<file path="config.mk">
export PLATFORM = sky130hd
export DESIGN_NAME = count_cmd_gen
export DESIGN_NICKNAME = d
export VERILOG_FILES = /design/src/rtl/count_cmd_pkg.sv /design/src/rtl/btn_debounce.sv /design/src/rtl/count_cmd_gen.sv
export SDC_FILE = /design/constraint.sdc
export NUM_CORES = 1
export LEC_CHECK = 0
export BUFFER_PORTS_ARGS = -buffer_cell sky130_fd_sc_hd__clkbuf_2
export CORE_MARGIN = 1.5
export CORE_UTILIZATION = 57
export CTS_BUF_LIST = sky130_fd_sc_hd__clkbuf_8
export DETAILED_ROUTE_END_ITERATION = 8
export HOLD_SLACK_MARGIN = 0.08
export PLACE_DENSITY = 0.73
export SLEW_MARGIN = 10
export SYNTH_ARGS = -nofsm -noshare
export SYNTH_HDL_FRONTEND = slang
export SYNTH_HIERARCHICAL = 1
export SYNTH_SLANG_ARGS = --single-unit
export TNS_END_PERCENT = 100
</file>
<file path="constraint.sdc">
create_clock -name clk -period 2.3 [get_ports clk]
set_input_delay 0.23 -clock clk [delete_from_list [all_inputs] [get_ports clk]]
set_output_delay 0.23 -clock clk [all_outputs]
set_load 0.05 [all_outputs]
</file>
<file path="src/rtl/count_cmd_pkg.sv">
// Shared types for the push-button command generator: FSM states and counter direction codes.
package count_cmd_pkg;

    typedef enum logic [1:0] {
        IDLE   = 2'd0,
        HOLD   = 2'd1,
        REPEAT = 2'd2,
        LOCK   = 2'd3
    } state_t;

    localparam logic CT_UP = 1'b0;
    localparam logic CT_DN = 1'b1;

endpackage

</file>
<file path="src/rtl/btn_debounce.sv">
// Two-flop synchronizer followed by a stable-level debouncer for one raw push-button.
module btn_debounce #(
    parameter int DB_CYCLES = 50000,
    parameter int CNT_W     = 25
) (
    input  logic clk,
    input  logic rst,
    input  logic raw,
    output logic db
);

    localparam logic [CNT_W-1:0] DB_LAST = CNT_W'(DB_CYCLES - 1);

    logic [1:0]       r_sync;
    logic [CNT_W-1:0] r_cnt;
    logic             r_db;

    always_ff @(posedge clk or negedge rst) begin
        if (!rst) begin
            r_sync <= '0;
            r_cnt  <= '0;
            r_db   <= 1'b0;
        end else begin
            r_sync <= {r_sync[0], raw};
            // Any sample matching the accepted level restarts the qualification window.
            if (r_sync[1] == r_db) begin
                r_cnt <= '0;
            end else if (r_cnt == DB_LAST) begin
                r_db  <= r_sync[1];
                r_cnt <= '0;
            end else begin
                r_cnt <= r_cnt + 1'b1;
            end
        end
    end

    assign db = r_db;

endmodule

</file>
<file path="src/rtl/count_cmd_gen.sv">
// Debounced up/down push-button front end that emits single-cycle count pulses with hold-to-repeat.
module count_cmd_gen
    import count_cmd_pkg::*;
#(
    parameter int DB_CYCLES   = 50000,
    parameter int HOLD_CYCLES = 25000000,
    parameter int RPT_CYCLES  = 5000000,
    parameter int CNT_W       = 25
) (
    input  logic clk,
    input  logic rst,
    input  logic btn_up,
    input  logic btn_dn,
    output logic cn,
    output logic ct,
    output logic held
);

    localparam logic [CNT_W-1:0] HOLD_T = CNT_W'(HOLD_CYCLES);
    localparam logic [CNT_W-1:0] RPT_T  = CNT_W'(RPT_CYCLES);

    logic w_u, w_d, w_u_rise, w_d_rise, w_act;
    logic [CNT_W-1:0] w_tgt;

    state_t           r_state;
    logic             r_u_q, r_d_q;
    logic [CNT_W-1:0] r_tmr;
    logic             r_cn, r_ct;

    btn_debounce #(.DB_CYCLES(DB_CYCLES), .CNT_W(CNT_W)) u_db_up (
        .clk (clk), .rst (rst), .raw (btn_up), .db (w_u)
    );

    btn_debounce #(.DB_CYCLES(DB_CYCLES), .CNT_W(CNT_W)) u_db_dn (
        .clk (clk), .rst (rst), .raw (btn_dn), .db (w_d)
    );

    assign w_u_rise = w_u & ~r_u_q;
    assign w_d_rise = w_d & ~r_d_q;
    assign w_act    = (r_ct == CT_DN) ? w_d : w_u;
    assign w_tgt    = (r_state == HOLD) ? HOLD_T : RPT_T;

    // Timer is loaded with 1 on each pulse so that reaching w_tgt lands exactly w_tgt cycles later.
    always_ff @(posedge clk or negedge rst) begin
        if (!rst) begin
            r_state <= IDLE;
            r_u_q   <= 1'b0;
            r_d_q   <= 1'b0;
            r_tmr   <= '0;
            r_cn    <= 1'b0;
            r_ct    <= CT_UP;
        end else begin
            r_u_q <= w_u;
            r_d_q <= w_d;
            r_cn  <= 1'b0;
            if (r_tmr != '1) r_tmr <= r_tmr + 1'b1;
            case (r_state)
                IDLE: begin
                    if (w_u && w_d) begin
                        r_state <= LOCK;
                    end else if (w_u_rise) begin
                        r_cn    <= 1'b1;
                        r_ct    <= CT_UP;
                        r_state <= HOLD;
                        r_tmr   <= CNT_W'(1);
                    end else if (w_d_rise) begin
                        r_cn    <= 1'b1;
                        r_ct    <= CT_DN;
                        r_state <= HOLD;
                        r_tmr   <= CNT_W'(1);
                    end
                end
                HOLD, REPEAT: begin
                    if (w_u && w_d) begin
                        r_state <= LOCK;
                    end else if (!w_act) begin
                        r_state <= IDLE;
                    end else if (r_tmr == w_tgt) begin
                        r_cn    <= 1'b1;
                        r_state <= REPEAT;
                        r_tmr   <= CNT_W'(1);
                    end
                end
                LOCK: begin
                    if (!w_u && !w_d) r_state <= IDLE;
                end
                default: r_state <= IDLE;
            endcase
        end
    end

    assign cn   = r_cn;
    assign ct   = r_ct;
    assign held = (r_state == HOLD) || (r_state == REPEAT);

endmodule

</file>
==> flow_metrics.tcl, run 1 <==
set metrics [dict create \
    postLayoutCellArea_um2 5363 \
    fin_crit_ps 2183 \
    final.setup.worst_slack_ps 116.7 \
    fmaxAchievable_mhz 458.0 \
    clkTransAtPathRegs_ps 90 \
    switching_pwr_uw 605.3 \
    count_of_routing_violations_after_the_opening_detailed_route_iteration 281 \
    synth_simple_gate_area_share_pct 30.16 \
    pwr_density_cell_nw_per_um2 482.4 \
    sequential_cell_area_um2 2177 \
    yosys_most_used_dff "dfrtp_1" \
    cts_inserted_buffers 9 \
    timing.critical_path.fanout_max 12 \
    netlist_instances 500 \
    first_pass_grt_wire_length_mm 17.33 \
    grt_usage_pct 23.96 \
    asyncSetResetFlopFracSynth_pct 100.0 \
    cts_tree "built" \
    dieWidth_um 95.80 \
    antenna-diode-count 0 \
    synth.yosys.seq_area_share_pct 44.35 \
    post_synth_xor_xnor_area_pct 8.208 \
    dp.final_hpwl_mm 6.861 \
    power_report.internal_total_uw 1982 \
    mostFrequentLayoutCells "87 x dfrtp_1, 49 x nor2_1, 32 x nand4_1, 32 x nand2_1, 25 x xor2_1" \
    slew_headroom_pct 56.31 \
    die_h_um 95.80 \
    finish.net_count 531 \
    via_per_inst 6.253 \
    power.clock.fraction_pct 36.9 \
    rows 33 \
    detail_route.wirelength_mm 9.931 \
    power.sequential.fraction_pct 60.0 \
    share_comb_of_total_power_pct 3.1 \
    p_leak_uw 0.002062 \
    remaining_drc_errors 0 \
    port_buffers 6 \
    compound_gate_fraction_of_synth_area_pct 10.81 \
    route.detailed.wl_per_inst_um 15.79 \
    place_congestion 0.9104 \
    post_synth_fa_ha_maj_area_fraction_pct 2.039 \
    effective_utilization_at_floorplan_pct 59.44 \
    postLayoutCoreUtil_pct 64.94 \
    grt-ovfl-total 0 \
    number_of_violations_of_the_max_capacitance_limit 0 \
    drive_gt1_share_pct 15.65 \
    synth_seq_cells 87 \
    end_kind "register" \
    post-place-ws_ps 98.73 \
    grt_start_max_net_pins 45 \
    placeableCoreArea_um2 8258 \
    cts_max_level 3 \
    clk_path_buf_depth 2 \
    synth_nets 512 \
    multiInputGateArea_um2 2605 \
    required_ps 2530 \
    synth_enable_flop_cells 0 \
    first_global_vias 3789 \
    fillerInstances 695 \
    worst_pin_slew_ps 649.3 \
    startpoint_type "register" \
    category_of_the_most_critical_setup_path "reg2reg" \
    vdd_drop_max_mv 0.3411 \
    worst-endpoint-arrival_ps 2410 \
    antenna_found_initial 0 \
    ant_nets 0 \
    floorplan.io_pins 7 \
    hold_wc_path_type "reg2reg" \
    cell_area_placed_um2 5104 \
    clk-insertion-delay-late_ps 350 \
    synth.cell_area_um2 4908 \
    synthesized_area_divided_by_synthesized_cell_count_um2 9.817 \
    synth.area.mux_share_pct 1.275 \
    timing_hold_violations_final 0 \
    dieArea_um2 9177 \
    clock-skew-final_ps 9.996 \
    power.share.switching_pct 23.40 \
    cts.root.buffer_cell "clkbuf_8" \
    synth_top_family_by_area "simple AND/OR/NAND/NOR gates" \
    period_share_pct 94.92 \
    run_status "finished, final reports clean" \
    via_count 3933 \
    report.final.setup_viol 0 \
    mostFrequentLayoutCell "dfrtp_1" \
    number_of_sinks_driven_by_the_clock_tree 87 \
    synth.distinct_cells 57 \
    yosys_warnings 6 \
    drt_pass1_iterations 5 \
    timing.final.max_slew_violations 0 \
    area_growth_pct 9.253 \
]
==> Yosys cell counts, types with 3 or more instances <==
| library cell | instances | area (µm²) |
|---|---|---|
| o21ai_0 | 9 | 45.04 |
| o21ai_1 | 6 | 30.03 |
| mux2i_1 | 4 | 40.04 |
| nor2_1 | 49 | 183.9 |
| nand4_1 | 32 | 200.2 |
| nor4b_1 | 5 | 43.79 |
| and4_1 | 9 | 78.83 |
| dfrtp_1 | 87 | 2177 |
| and3_1 | 7 | 43.79 |
| xor2_1 | 25 | 219.0 |
| clkbuf_1 | 4 | 15.01 |
| o31ai_1 | 11 | 82.58 |
| buf_2 | 6 | 30.03 |
| buf_6 | 5 | 56.30 |
| buf_4 | 3 | 22.52 |
| nor2_2 | 17 | 106.4 |
| a211oi_1 | 3 | 22.52 |
| or4_1 | 13 | 97.59 |
| nand3_1 | 19 | 95.09 |
| o211ai_1 | 4 | 30.03 |
| nor4_1 | 16 | 100.1 |
| ha_1 | 8 | 100.1 |
| or3_1 | 16 | 100.1 |
| nand2_1 | 32 | 120.1 |
| and4_2 | 3 | 30.03 |
| nor3_1 | 8 | 40.04 |
| nand3_4 | 4 | 70.07 |
| a21oi_1 | 22 | 110.1 |
| nand2b_1 | 4 | 25.02 |
| xnor2_1 | 21 | 183.9 |
| nor2b_1 | 3 | 18.77 |
| a21oi_2 | 4 | 35.03 |
| inv_1 | 7 | 26.28 |
==> power groups by stage <==
stage                     Clock [µW]  Combinational, µW  Sequential (µW)
final                            954               79.9             1550
after global routing            1050               94.1             1560
after CTS                        992               83.5             1550
after detailed placement           0               79.5             1580
after global placement             0               78.0             1580
after floorplan                    0               29.6             1580
==> path summary, 6_finish.rpt <==
kind                                             start                           to  slack [ps]  cells past startpoint
setup / recovery                    r_tmr[0]$_DFF_PN0_          r_tmr[23]$_DFF_PN0_         120                      9
hold reg to reg            u_db_dn/r_sync[0]$_DFF_PN0_  u_db_dn/r_sync[1]$_DFF_PN0_         360                      0
min in group asynchronous                          rst          r_tmr[22]$_DFF_PN0_         410                      2
max in group asynchronous                          rst   u_db_up/r_cnt[5]$_DFF_PN0_        1260                      3
hold / removal             u_db_dn/r_sync[0]$_DFF_PN0_  u_db_dn/r_sync[1]$_DFF_PN0_         360                      0
setup reg to reg                    r_tmr[0]$_DFF_PN0_          r_tmr[23]$_DFF_PN0_         120                      9
==> timing repair <==
item / 4_1_cts / 5_1_grt
buffers inserted: 0 / 1
resized for setup: 0 / 2
endpoints found under the hold margin: 45 / 0
hold buffers: 3 / 0
endpoints found under the setup margin: 0 / 3
==> registers in the layout, indices dropped and copies added (netlist names) <==
name            count
r_tmr              25
u_db_up/db          1
u_db_dn/db          1
r_d_q               1
u_db_dn/r_sync      2
r_u_q               1
u_db_up/r_cnt      25
u_db_up/r_sync      2
cn                  1
r_state             2
u_db_dn/r_cnt      25
ct                  1
==> worst max-delay path: stages, from the launching register on <==
cell and delay, ps:
dfrtp_1 410, inv_1 120, ha_1 160, nor4b_2 230
nand4_1 170, a211o_1 330, a221oi_4 270, buf_6 160
buf_12 150, a21oi_1 50
==> final cells by class <==
type | instances | area share, %
repair buffers | 27 | 4.620
clock inverters | 6 | 0.7000
inverters | 7 | 0.4900
flip-flops and latches | 87 | 40.60
clock buffers | 10 | 2.566
multi-input cells | 387 | 48.58
well taps | 105 | 2.450
==> layer usage <==
metal	track usage [%]	share of wire [%]
met2	37.44	46
met3	4.581	4.2
met1	32.79	47
met4	9.681	2.2
met5	0	0
==> metrics by stage <==
| stage | setup TNS [ps] | hold slack (ps) | power (µW) | std cells |
|---|---|---|---|---|
| after global placement | 0 | 268.4 | 1661 | 607 |
| after floorplan | 0 | -65.59 | 1611 | 500 |
| after CTS | 0 | 359.0 | 2629 | 626 |
| after global routing | -6.151 | 362.1 | 2697 | 629 |
| final | 0 | 355.9 | 2587 | 629 |
| after detailed placement | 0 | 274.5 | 1663 | 607 |
==> cell families after synthesis <==
kind of cell | after synthesis
multiplexers | 6
AO/OA/AOI/OAI | 76
XOR/XNOR | 46
AND/OR/NAND/NOR | 251
buffers and inverters | 26
adder cells (fa/ha/maj) | 8
flip-flops | 87
Note: power is estimated with default switching activity, not from simulation.
==> run 2: changes to the inputs <==
CORE_UTILIZATION = 30   (was 57)
PLACE_DENSITY = default   (was 0.73)
==> run 2 against run 1 <==
Final cell count is 17% higher. Clock power is 8% higher. Highest routed layer unchanged. First-iteration DRC count is 30% higher. Die area is 87% higher. Utilization is 30 points lower. Largest power group unchanged. Via count is 0.41% lower. Combinational power is 0.8% higher. Sequential power hardly changed. Register-to-register slack better by 20 ps. Maximum frequency is 0.72% higher.
==> flow_metrics.tcl, run 2 (synthesis results as in run 1) <==
set metrics [dict create \
    timing_hold_violations_final 0 \
    category_of_the_most_critical_setup_path "reg2reg" \
    via_count 3917 \
    period_share_pct 94.25 \
    reg.largest.list "r_tmr (25), u_db_dn/r_cnt (25), u_db_up/r_cnt (25)" \
    placed_instances 716 \
    stdcell_count 739 \
    end_kind "register" \
    run_status "finished, final reports clean" \
    pwr_density_cell_nw_per_um2 485.0 \
    clock-skew-final_ps 17.55 \
    dieArea_um2 17140 \
    port_buffers 6 \
    post-place-ws_ps 135.0 \
    worstReg2RegStart "r_tmr[12]$_DFF_PN0_" \
    ant_nets 0 \
    mostFrequentLayoutCells "87 x dfrtp_1, 49 x nor2_1, 32 x nand4_1, 32 x nand2_1, 25 x xor2_1" \
    worst_pin_slew_ps 613.7 \
    startpoint_type "register" \
    grt_usage_pct 13.61 \
    vdd_drop_max_mv 0.3315 \
    cts_inserted_buffers 9 \
    first_pass_grt_wire_length_mm 18.64 \
    timing.setup.tns_ps 0 \
    p_leak_uw 0.002064 \
    placeableCoreArea_um2 15940 \
    count_of_routing_violations_after_the_opening_detailed_route_iteration 364 \
    antenna_found_initial 0 \
    first_global_vias 3805 \
    critPathLaunch "r_tmr[12]$_DFF_PN0_" \
    hold_wc_path_type "in2async" \
    report.final.setup_viol 0 \
    timing.critical_path.fanout_max 12 \
    worst-endpoint-arrival_ps 2410 \
    die_h_um 130.9 \
    fin_crit_ps 2168 \
    clk_path_buf_depth 2 \
    required_ps 2550 \
    grt_setup_unrepaired "no" \
    clk-insertion-delay-late_ps 380 \
    postLayoutCellArea_um2 5503 \
    via_per_inst 5.300 \
    effective_utilization_at_floorplan_pct 30.79 \
    grt-ovfl-total 0 \
    floorplan.io_pins 7 \
    cell_area_placed_um2 5228 \
    slew_headroom_pct 58.71 \
    number_of_sinks_driven_by_the_clock_tree 87 \
    dp.final_hpwl_mm 7.367 \
    fmaxAchievable_mhz 461.3 \
    drive_gt1_share_pct 15.49 \
    route.detailed.wl_per_inst_um 14.63 \
    cts_max_level 3 \
    number_of_violations_of_the_max_capacitance_limit 0 \
    grt_start_max_net_pins 69 \
    mostFrequentLayoutCell "dfrtp_1" \
    remaining_drc_errors 0 \
    place_congestion 0.8878 \
    rows 46 \
    cts_tree "built" \
    cts.root.buffer_cell "clkbuf_8" \
    clkTransAtPathRegs_ps 80 \
    timing.final.max_slew_violations 0 \
    finish.net_count 530 \
    drt_pass1_iterations 4 \
    final.setup.worst_slack_ps 132.2 \
    detail_route.wirelength_mm 10.81 \
    area_growth_pct 12.11 \
    antenna-diode-count 0 \
    reg2reg_depth 7 \
    whs_ps 295.9 \
    dieWidth_um 130.9 \
]
[run 2: cell count changes in the layout (fill, tap and decap cells not counted), sizes merged]
cell	previous run	this run
buf	18	17
inv	8	9
clkbuf	16	17
clkinv	3	2
clkinvlp	2	1
[run 2: repair_timing]
item                       4_1_cts  5_1_grt
setup endpoints to repair        0       11
gates resized for setup          0        1
hold endpoints to repair        21        0
hold buffers                     3        0
buffers inserted                 0        2
[run 2: report_power, final]
| part | leakage, µW | total, µW | internal [µW] | switching [µW] |
|---|---|---|---|---|
| clock network | 0.0000963 | 1030 | 459 | 576 |
| registers | 0.00119 | 1550 | 1540 | 13.3 |
| logic | 0.000780 | 80.5 | 25.9 | 54.6 |
| total | 0.00206 | 2670 | 2030 | 644 |
[run 2: worst max-delay path, cell delays in order, from the launching register on]
cell      delay [ps]
dfrtp_1          520
nand4_1          180
or3_1            400
a211o_1          300
a221oi_4         280
buf_6            160
buf_12           140
a21oi_1           50
[run 2: layout make-up]
class	instances	area, µm²
sequential	87	2177
multi-input combinational	387	2599
tap	216	270.3
clock buffer	11	151.4
inverter	7	26.28
timing repair buffer	26	240.2
fill	1634	10440
clock inverter	5	38.79
[run 2: metrics by stage]
| step | total power (µW) | util (%) |
|---|---|---|
| after detailed placement | 1664 | 32.79 |
| final | 2669 | 34.52 |
| after CTS | 2726 | 34.17 |
| after global placement | 1661 | 32.79 |
| after global routing | 2803 | 34.52 |
| after floorplan | 1611 | - |
[run 2: final timing paths]
kind / end / slack [ps]
setup / recovery: r_tmr[8]$_DFF_PN0_ / 130
min in group clk: u_db_up/r_sync[1]$_DFF_PN0_ / 360
hold reg to reg: u_db_up/r_sync[1]$_DFF_PN0_ / 360
setup reg to reg: r_tmr[8]$_DFF_PN0_ / 130
hold / removal: r_tmr[13]$_DFF_PN0_ / 300
max in group asynchronous: r_state[0]$_DFFE_PN0P_ / 1360
[run 2: metal layers]
metal | track usage, % | part of all wire (%) | wire (µm) | vias up
li1 | - | - | - | 1900
met1 | 18.38 | 47 | 5131 | 1923
met2 | 21.42 | 47 | 5045 | 83
met3 | 3.787 | 4.5 | 488 | 11
met4 | 3.814 | 1.3 | 144 | 0
met5 | 0 | 0 | 0 | -
==> run 3: changes to the inputs <==
CORE_UTILIZATION = 61   (was 30)
PLACE_DENSITY = 0.78   (was default)
REMOVE_ABC_BUFFERS = 1   (was default)
SLEW_MARGIN = 20   (was 10)
==> run 3 against run 2 <==
Via count up 3.1%. Final cell count down 14%. Combinational power down 0.5%. Clock power down 8%. Largest power group unchanged. Global-route usage up 13 points. Critical path type unchanged. Maximum frequency down 3.6%. Cell area down 1.7%.
==> flow_metrics.tcl, run 3 (synthesis results as in run 1) <==
set metrics [dict create \
    period_share_pct 97.79 \
    clock-skew-final_ps 13.01 \
    number_of_violations_of_the_max_capacitance_limit 0 \
    critical_path_depth 7 \
    dieArea_um2 8594 \
    drt_pass1_iterations 5 \
    clk_path_buf_depth 2 \
    reg.largest.list "r_tmr (25), u_db_dn/r_cnt (25), u_db_up/r_cnt (25)" \
    die_h_um 92.71 \
    cts_inserted_buffers 9 \
    route.detailed.wl_per_inst_um 16.94 \
    via_per_inst 6.388 \
    drive_gt1_share_pct 17.17 \
    detail_route.wirelength_mm 10.70 \
    grt_start_max_net_pins 49 \
    remaining_drc_errors 0 \
    placeableCoreArea_um2 7767 \
    clkTransAtPathRegs_ps 90 \
    critPathTopFamily "compound AO/OA/AOI/OAI gates" \
    worstPathBufferInverterCount 1 \
    grt-ovfl-total 0 \
    cts_max_level 3 \
    cts_tree "built" \
    fin_crit_ps 2249 \
    effective_utilization_at_floorplan_pct 63.19 \
    mostFrequentLayoutCell "dfrtp_1" \
    required_ps 2540 \
    timing.final.max_slew_violations 0 \
    grt_usage_pct 26.12 \
    count_of_routing_violations_after_the_opening_detailed_route_iteration 346 \
    run_status "finished, final reports clean" \
    dieWidth_um 92.71 \
    antenna_found_initial 0 \
    first_pass_grt_wire_length_mm 17.87 \
    cts.root.buffer_cell "clkbuf_8" \
    slew_headroom_pct 57.56 \
    p_leak_uw 0.002089 \
    mostFrequentLayoutCells "87 x dfrtp_1, 49 x nor2_1, 32 x nand4_1, 32 x nand2_1, 25 x xor2_1" \
    antenna-diode-count 0 \
    worst-endpoint-arrival_ps 2490 \
    pwr_density_cell_nw_per_um2 477.3 \
    fmaxAchievable_mhz 444.6 \
    startpoint_type "register" \
    finish.net_count 537 \
    hold_wc_path_type "reg2reg" \
    dp.final_hpwl_mm 7.109 \
    vdd_drop_max_mv 0.4432 \
    floorplan.io_pins 7 \
    crit_slowest_cell "dfrtp_1" \
    area_growth_pct 10.17 \
    min_path_cells 0 \
    postLayoutCoreUtil_pct 69.62 \
    first_global_vias 3784 \
    via_count 4037 \
    cp_slowest_stage_delay_ps 450 \
    timing.critical_path.fanout_max 6 \
    end_kind "register" \
    ant_nets 0 \
    crit_chain "ha_4, nand4b_1, or3_1, a211o_1, a221oi_4, clkbuf_16, a21oi_1" \
    timing_hold_violations_final 0 \
    number_of_sinks_driven_by_the_clock_tree 87 \
    worst_pin_slew_ps 636.7 \
    category_of_the_most_critical_setup_path "reg2reg" \
    reg2reg_depth 7 \
    place_congestion 0.8940 \
    rows 32 \
    port_buffers 6 \
    timing.setup.tns_ps 0 \
    clk-insertion-delay-late_ps 350 \
    report.final.setup_viol 0 \
]
-- run 3: cell count changes in the layout (fill, tap and decap cells not counted) --
cell | before | now
clkinvlp_4 | 1 | 2
clkinv_4 | 1 | 0
buf_6 | 2 | 1
inv_1 | 7 | 6
ha_1 | 8 | 7
clkinv_2 | 1 | 2
nor4b_1 | 5 | 4
nor4b_2 | 0 | 1
clkbuf_8 | 11 | 9
inv_2 | 0 | 2
ha_4 | 0 | 1
buf_4 | 13 | 21
-- run 3: layer usage --
| layer | vias up | part of all wire (%) | global-route usage [%] |
|---|---|---|---|
| li1 | 1918 | - | - |
| met1 | 1961 | 45 | 36.13 |
| met2 | 135 | 48 | 41.24 |
| met3 | 23 | 4.9 | 3.695 |
| met4 | 0 | 2.1 | 11.24 |
| met5 | - | 0 | 0 |
-- run 3: per-stage QoR --
stage	hold slack (ps)	power, µW	instance area, µm²	std cells	setup WS [ps]
CTS	383.4	2614	5323	626	35.57
detailed placement	292.7	1663	5122	607	81.74
global placement	286.0	1659	5122	607	190.0
finish	375.5	2581	5408	632	50.90
floorplan	-65.59	1608	4780	481	-193.4
global route	391.0	2681	5408	632	-72.08
-- run 3: timing repair --
| action | CTS | global route |
|---|---|---|
| hold endpoints to repair | 49 | 0 |
| hold buffers | 3 | 0 |
| setup endpoints to repair | 0 | 24 |
| buffers inserted | 0 | 4 |
| gates resized for setup | 0 | 5 |
-- run 3: final timing paths --
path / from / end / slack, ps
max: r_state[0]$_DFFE_PN0P_ / r_tmr[21]$_DFF_PN0_ / 50
min reg2reg: u_db_up/r_sync[0]$_DFF_PN0_ / u_db_up/r_sync[1]$_DFF_PN0_ / 380
min: u_db_up/r_sync[0]$_DFF_PN0_ / u_db_up/r_sync[1]$_DFF_PN0_ / 380
min in group asynchronous: rst / u_db_dn/r_cnt[18]$_DFF_PN0_ / 440
max reg2reg: r_state[0]$_DFFE_PN0P_ / r_tmr[21]$_DFF_PN0_ / 50
max in group asynchronous: rst / u_db_up/r_cnt[0]$_DFF_PN0_ / 1220
-- run 3: power breakdown --
part | switching (µW) | leakage (µW) | internal [µW] | total (µW)
Sequential | 13.3 | 0.00119 | 1540 | 1550
Clock | 555 | 0.0000872 | 393 | 948
Combinational | 55.2 | 0.000815 | 24.9 | 80.1
-- run 3: final cells by class --
| cell class | count | area, µm² |
|---|---|---|
| inverters | 7 | 26.28 |
| well taps | 102 | 127.6 |
| multi-input cells | 387 | 2618 |
| clock inverters | 7 | 46.29 |
| flip-flops and latches | 87 | 2177 |
| clock buffers | 9 | 123.9 |
| fillers | 627 | 2360 |
| repair buffers | 33 | 289.0 |
